`src/rtl/miller_pkg.sv`:
```
// Shared types and constants for the Miller transmit framer.
package miller_pkg;

  localparam int BYTE_W = 8;
  localparam int CNT_W  = 8;

  localparam logic [BYTE_W-1:0] PREAMBLE_BYTE_DEF = 8'hAA;
  localparam logic [BYTE_W-1:0] SOF_BYTE_DEF      = 8'h7E;

  typedef enum logic [2:0] {
    ST_IDLE,
    ST_PRE,
    ST_SOF,
    ST_LEN,
    ST_PAY,
    ST_CHK
  } state_t;

endpackage

```
`src/rtl/miller_tx_framer.sv`:
```
// Byte framer feeding a Miller encoder: preamble, SOF, length, payload, XOR checksum.
//
// state | meaning
// ------+-------------------------------------------------------------------
// IDLE  | no frame; first in_valid starts one
// PRE   | next byte loaded into the output register is a preamble byte
// SOF   | next byte loaded is the start-of-frame byte
// LEN   | next byte loaded is the length byte; checksum seeded with it
// PAY   | payload bytes pass straight from the producer into the output register
// CHK   | checksum loaded (r_cnt 0 -> 1), then held until the encoder takes it
//
// The state names the field being loaded into the single output register.
// Loading the next byte happens on the same edge the current one transfers,
// so with out_ready high the frame streams with no bubbles.
module miller_tx_framer
  import miller_pkg::*;
#(
  parameter int unsigned        PAYLOAD_LEN   = 12,
  parameter int unsigned        PREAMBLE_LEN  = 2,
  parameter logic [BYTE_W-1:0]  PREAMBLE_BYTE = PREAMBLE_BYTE_DEF,
  parameter logic [BYTE_W-1:0]  SOF_BYTE      = SOF_BYTE_DEF
) (
  input  logic              clk,
  input  logic              rst_n,
  input  logic [BYTE_W-1:0] in_data,
  input  logic              in_valid,
  output logic              in_ready,
  output logic [BYTE_W-1:0] out_data,
  output logic              out_valid,
  input  logic              out_ready,
  output logic              busy,
  output logic              frame_done
);

  localparam logic [CNT_W-1:0] PRE_LAST = CNT_W'(PREAMBLE_LEN - 1);
  localparam logic [CNT_W-1:0] PAY_LAST = CNT_W'(PAYLOAD_LEN - 1);
  localparam logic [CNT_W-1:0] LEN_BYTE = CNT_W'(PAYLOAD_LEN);

  state_t             r_state;
  logic [CNT_W-1:0]   r_cnt;
  logic [BYTE_W-1:0]  r_chk;
  logic [BYTE_W-1:0]  r_out_data;
  logic               r_out_valid;

  state_t             w_state_nxt;
  logic [CNT_W-1:0]   w_cnt_nxt;
  logic [BYTE_W-1:0]  w_chk_nxt;
  logic [BYTE_W-1:0]  w_data_nxt;
  logic               w_valid_nxt;
  logic               w_in_ready;
  logic               w_frame_done;
  logic               w_xfer;
  logic               w_load;

  // Next-state, datapath and handshake decode
  always_comb begin
    w_xfer       = r_out_valid & out_ready;
    w_load       = ~r_out_valid | out_ready;
    w_state_nxt  = r_state;
    w_cnt_nxt    = r_cnt;
    w_chk_nxt    = r_chk;
    w_data_nxt   = r_out_data;
    w_valid_nxt  = r_out_valid & ~out_ready;
    w_in_ready   = 1'b0;
    w_frame_done = 1'b0;
    case (r_state)
      ST_IDLE: begin
        if (in_valid) begin
          w_state_nxt = ST_PRE;
          w_cnt_nxt   = '0;
        end
      end
      ST_PRE: begin
        if (w_load) begin
          w_data_nxt  = PREAMBLE_BYTE;
          w_valid_nxt = 1'b1;
          if (r_cnt == PRE_LAST) begin
            w_state_nxt = ST_SOF;
            w_cnt_nxt   = '0;
          end else begin
            w_cnt_nxt = r_cnt + CNT_W'(1);
          end
        end
      end
      ST_SOF: begin
        if (w_load) begin
          w_data_nxt  = SOF_BYTE;
          w_valid_nxt = 1'b1;
          w_state_nxt = ST_LEN;
        end
      end
      ST_LEN: begin
        if (w_load) begin
          w_data_nxt  = LEN_BYTE;
          w_valid_nxt = 1'b1;
          w_chk_nxt   = LEN_BYTE;
          w_cnt_nxt   = '0;
          w_state_nxt = ST_PAY;
        end
      end
      ST_PAY: begin
        w_in_ready = (r_cnt < LEN_BYTE) & w_load;
        if (in_valid & w_in_ready) begin
          w_data_nxt  = in_data;
          w_valid_nxt = 1'b1;
          w_chk_nxt   = r_chk ^ in_data;
          if (r_cnt == PAY_LAST) begin
            w_state_nxt = ST_CHK;
            w_cnt_nxt   = '0;
          end else begin
            w_cnt_nxt = r_cnt + CNT_W'(1);
          end
        end
      end
      ST_CHK: begin
        if (r_cnt == '0) begin
          if (w_load) begin
            w_data_nxt  = r_chk;
            w_valid_nxt = 1'b1;
            w_cnt_nxt   = CNT_W'(1);
          end
        end else if (w_xfer) begin
          w_frame_done = 1'b1;
          w_state_nxt  = ST_IDLE;
          w_cnt_nxt    = '0;
          w_chk_nxt    = '0;
        end
      end
      default: begin
        w_state_nxt = ST_IDLE;
        w_cnt_nxt   = '0;
        w_chk_nxt   = '0;
        w_valid_nxt = 1'b0;
      end
    endcase
  end

  // State, counter, checksum and output register
  always_ff @(posedge clk or negedge rst_n) begin
    if (!rst_n) begin
      r_state     <= ST_IDLE;
      r_cnt       <= '0;
      r_chk       <= '0;
      r_out_data  <= '0;
      r_out_valid <= 1'b0;
    end else begin
      r_state     <= w_state_nxt;
      r_cnt       <= w_cnt_nxt;
      r_chk       <= w_chk_nxt;
      r_out_data  <= w_data_nxt;
      r_out_valid <= w_valid_nxt;
    end
  end

  assign out_data   = r_out_data;
  assign out_valid  = r_out_valid;
  assign in_ready   = w_in_ready;
  assign busy       = (r_state != ST_IDLE);
  assign frame_done = w_frame_done;

endmodule

```
`config.mk`:
```
export PLATFORM = sky130hd
export DESIGN_NAME = miller_tx_framer
export DESIGN_NICKNAME = d
export VERILOG_FILES = /design/src/rtl/miller_pkg.sv /design/src/rtl/miller_tx_framer.sv
export SDC_FILE = /design/constraint.sdc
export NUM_CORES = 1
export LEC_CHECK = 0
export CORE_ASPECT_RATIO = 1.1
export CORE_MARGIN = 5
export CORE_UTILIZATION = 50
export DETAILED_ROUTE_END_ITERATION = 8
export GPL_TIMING_DRIVEN = 0
export MAX_ROUTING_LAYER = met4
export PLACE_DENSITY_LB_ADDON = 0.08
export SLEW_MARGIN = 20
export SYNTH_ARGS = -nofsm -noshare
export SYNTH_HDL_FRONTEND = slang
export SYNTH_SLANG_ARGS = --single-unit
```
`constraint.sdc`:
```
create_clock -name clk -period 2.8 [get_ports clk]
set_input_delay 0.7 -clock clk [delete_from_list [all_inputs] [get_ports clk]]
set_output_delay 0.7 -clock clk [all_outputs]
set_load 0.03 [all_outputs]
```
==> results of run 1 <==
[path summary, 6_finish.rpt]
path / slack, ns / depth (start not counted) / start / end
worst min register to register: 0.51 / 1 / out_data[5] / out_data[5]
min in group clk: 0.51 / 1 / out_data[5] / out_data[5]
worst min-delay path: 0.43 / 1 / rst_n / r_cnt[7]
worst max-delay path: 0.11 / 5 / out_ready / in_ready
worst max register to register: 0.55 / 6 / r_state[1] / r_cnt[3]
max in group asynchronous: 1.96 / 1 / rst_n / out_valid
[cell usage after synthesis, types with 2 or more instances]
cell,number
a22o_1,4
o21ai_1,2
dfrtp_1,28
nor2_1,15
mux2_2,8
nand2b_1,2
a21o_1,3
nor2b_1,6
ha_1,3
a31oi_1,3
o21ai_0,11
and3_1,3
xor2_1,6
a21oi_1,6
buf_6,4
o2111ai_1,6
or3b_2,2
nand3_1,2
o311ai_0,2
and3_2,3
clkbuf_1,3
mux2i_1,10
nand2_1,7
or3_1,3
buf_2,3
a221o_1,2
and2_2,2
inv_1,3
[logic make-up after synthesis]
group	count (synthesis)
AOI/OAI and AO/OA	52
DFF	28
buffers and inverters	14
and+or+nand+nor	60
xor gates and xnor gates	7
muxes	18
adders and majority gates	3
[worst reg2reg max path: stages (launching register included)]
cell and delay (ns):
dfrtp_1 0.36, buf_2 0.17, nand2b_1 0.30, nor2_1 0.59, a211oi_2 0.21, and2_2 0.27
a22o_1 0.24
[flip-flops by register name, summed over array words and instances (netlist names)]
register / count
out_valid: 1
r_state: 3
r_cnt: 8
out_data: 8
r_chk: 8
[stage by stage]
stage               total power [uW]  setup TNS, ns  cells  area [sq um]  hold WS, ns
floorplan                       1550              0    182          1860        0.404
global placement                1870         -0.493    255          2150        0.488
detailed placement              1890         -0.512    255          2150        0.492
CTS                             2150              0    261          2220        0.446
global route                    2310              0    261          2230        0.476
finish                          2140              0    261          2230        0.430
[layer usage]
metal	up-vias	part of all wire, %
li1	736	-
met1	770	45
met2	27	51
met3	9	2.0
met4	0	2.4
met5	-	0
[placed cells by master (no fill, tap or decap), types with 6 or more instances in the layout]
master / netlist / layout
o2111ai_1: 6 / 6
clkdlybuf4s50_1: 0 / 19
o21ai_0: 11 / 11
nor2_1: 15 / 15
xor2_1: 6 / 6
nor2b_1: 6 / 6
dfrtp_1: 28 / 28
mux2i_1: 10 / 10
nand2_1: 7 / 7
mux2_2: 8 / 8
a21oi_1: 6 / 6
[repair_timing]
action | CTS | global route
pin swaps | 1 | 0
resized for setup | 2 | 2
setup endpoints to repair | 3 | 2
setup buffers | 3 | 0
[where the power goes]
group | switching [uW] | internal [uW] | leakage [uW]
Clock | 127 | 126 | 0.0000288
Sequential | 90.5 | 529 | 0.000354
Combinational | 709 | 561 | 0.000601
[layout make-up]
| cell class | instances | area share (%) |
|---|---|---|
| well taps | 50 | 2.80 |
| clock buffers | 4 | 2.46 |
| inverters | 3 | 0.504 |
| plain buffers | 10 | 3.92 |
| repair buffers | 26 | 11.1 |
| flip-flops and latches | 28 | 31.4 |
| multi-input cells | 140 | 47.8 |
==> reports/metrics.csv, run 1 <==
metric;value;unit
IO Port Bufs;23;
drt pass-1 iters;4;
CP max FO;6;
area leader, netlist;dfrtp_1;
fillers;339;
Synth Area in Simple Gates;20.2;%
power per cell area;959;nW/um^2
kind of cell adding the most delay to the critical path;buffers and inverters;
GRT Resource Usage Total;19.5;%
post-synthesis cell area;1860;sq um
full die area;5050;sq um
CTS sink cnt;28;
vias in the first global route;1704;
Via density;5.91;
Num CTS Buffers;3;
global-route track usage on met2;32.1;%
1st-iter DRT viols;151;
max-cap violation count;0;
via count;1542;
syn_nets;197;
top_reg_cell synth;dfrtp_1;
# diodes;0;
effective utilization at floorplan;51.3;%
Reg area;701;sq um
Rel. slew slack;53.2;%
largest net degree at the start of global routing;29;
critical path cell sequence;clkdlybuf4s50_1 -> or2b_2 -> nand3_2 -> nor2_1 -> dlygate4sd2_1;
VDD IR max;463;uV
Clk pin slew, worst setup/hold paths;0.09;ns
GP Congestion;0.903;
Final #Nets;227;
unrepaired setup endpoints after global routing;no;
largest family of logic cells by synthesized area;compound AO/OA/AOI/OAI gates;
Die Y;74;um
global-route wire length before repair;7430;um
Area contributors post-synth;dfrtp_1 (38%), mux2i_1 (5.4%), mux2_2 (4.8%);
CTS Hold Bufs;0;
ys async rst share;100;%
slowest CP cell;clkdlybuf4s50_1;
status;finished clean;
yosys warns;0;
Die W;68.2;um
drt total wl;4230;um
EDFF count, synth;0;
clock root buffer;clkbuf_8;
post-synthesis compound-gate area fraction;21.2;%
Setup WS post-layout;0.108;ns
row cnt;23;
Lkg Pwr;0.000984;uW
post-synthesis register bit count;28;
CTS H-tree depth;1;
Synth-to-Final Area Change;20.0;%
Synth Area in Adders;2.02;%
FMAX;0.372;GHz
measured slew at the worst slew-check pin;0.700;ns
Place WS;-0.189;ns
Critical Path Start Type;primary input;
wire per inst;16.2;um
DP HPWL;3050;um
Final Util;61.6;%
area occupied by multi-input gates;1070;sq um
CP endpoint kind;output port;
CP required;2.10;ns
core box area;3630;sq um
Post-DRT Antenna Nets;0;
GRT met3 Usage;2.57;%
Clk Latency, worst-skew pair;0.28;ns
CTS tree;yes;
remaining global-route overflow;0;
Cell variety after synth;58;
post-synthesis sequential area ratio;37.6;%
post-synthesis mux area share;10.2;%
Pins Over Slew Limit;0;
Final Setup Violations;0;
final hold vios;0;
Residual DRC;0;
clock skew;0.00239;ns
initial antenna violation count;0;
critical path's largest stage delay;0.43;ns
final worst-path cycle share;96.1;%
Clock Tree Buf Depth;2;
Setup CP Type;primary input to output port;
worst path bufs/invs;2;
share of cells above drive strength 1;20.9;%
Period minus WS final;2.69;ns
Synth Area in XOR/XNOR;3.29;%
type of the worst min-delay path;primary input to asynchronous set/reset pin;
busiest grt layer;met2;
met1 Usage GRT;23.3;%
# IOs;24;
crit path DAT;1.99;ns
mean post-synth cell area;10.2;sq um
post-synth top area share;37.6;%
cell count after synthesis;182;
No activity file was read; power rests on OpenSTA's default activity.
==> inputs of run 2 (changes only) <==
CAP_MARGIN = 20   (was default)
==> results of run 2 <==
Final layout, timing and power as in run 1 (identical DEF).
==> inputs of run 3 (changes only) <==
CTS_CLUSTER_DIAMETER = 150   (was default)
==> results of run 3 <==
Final layout, timing and power as in run 1 (identical DEF).
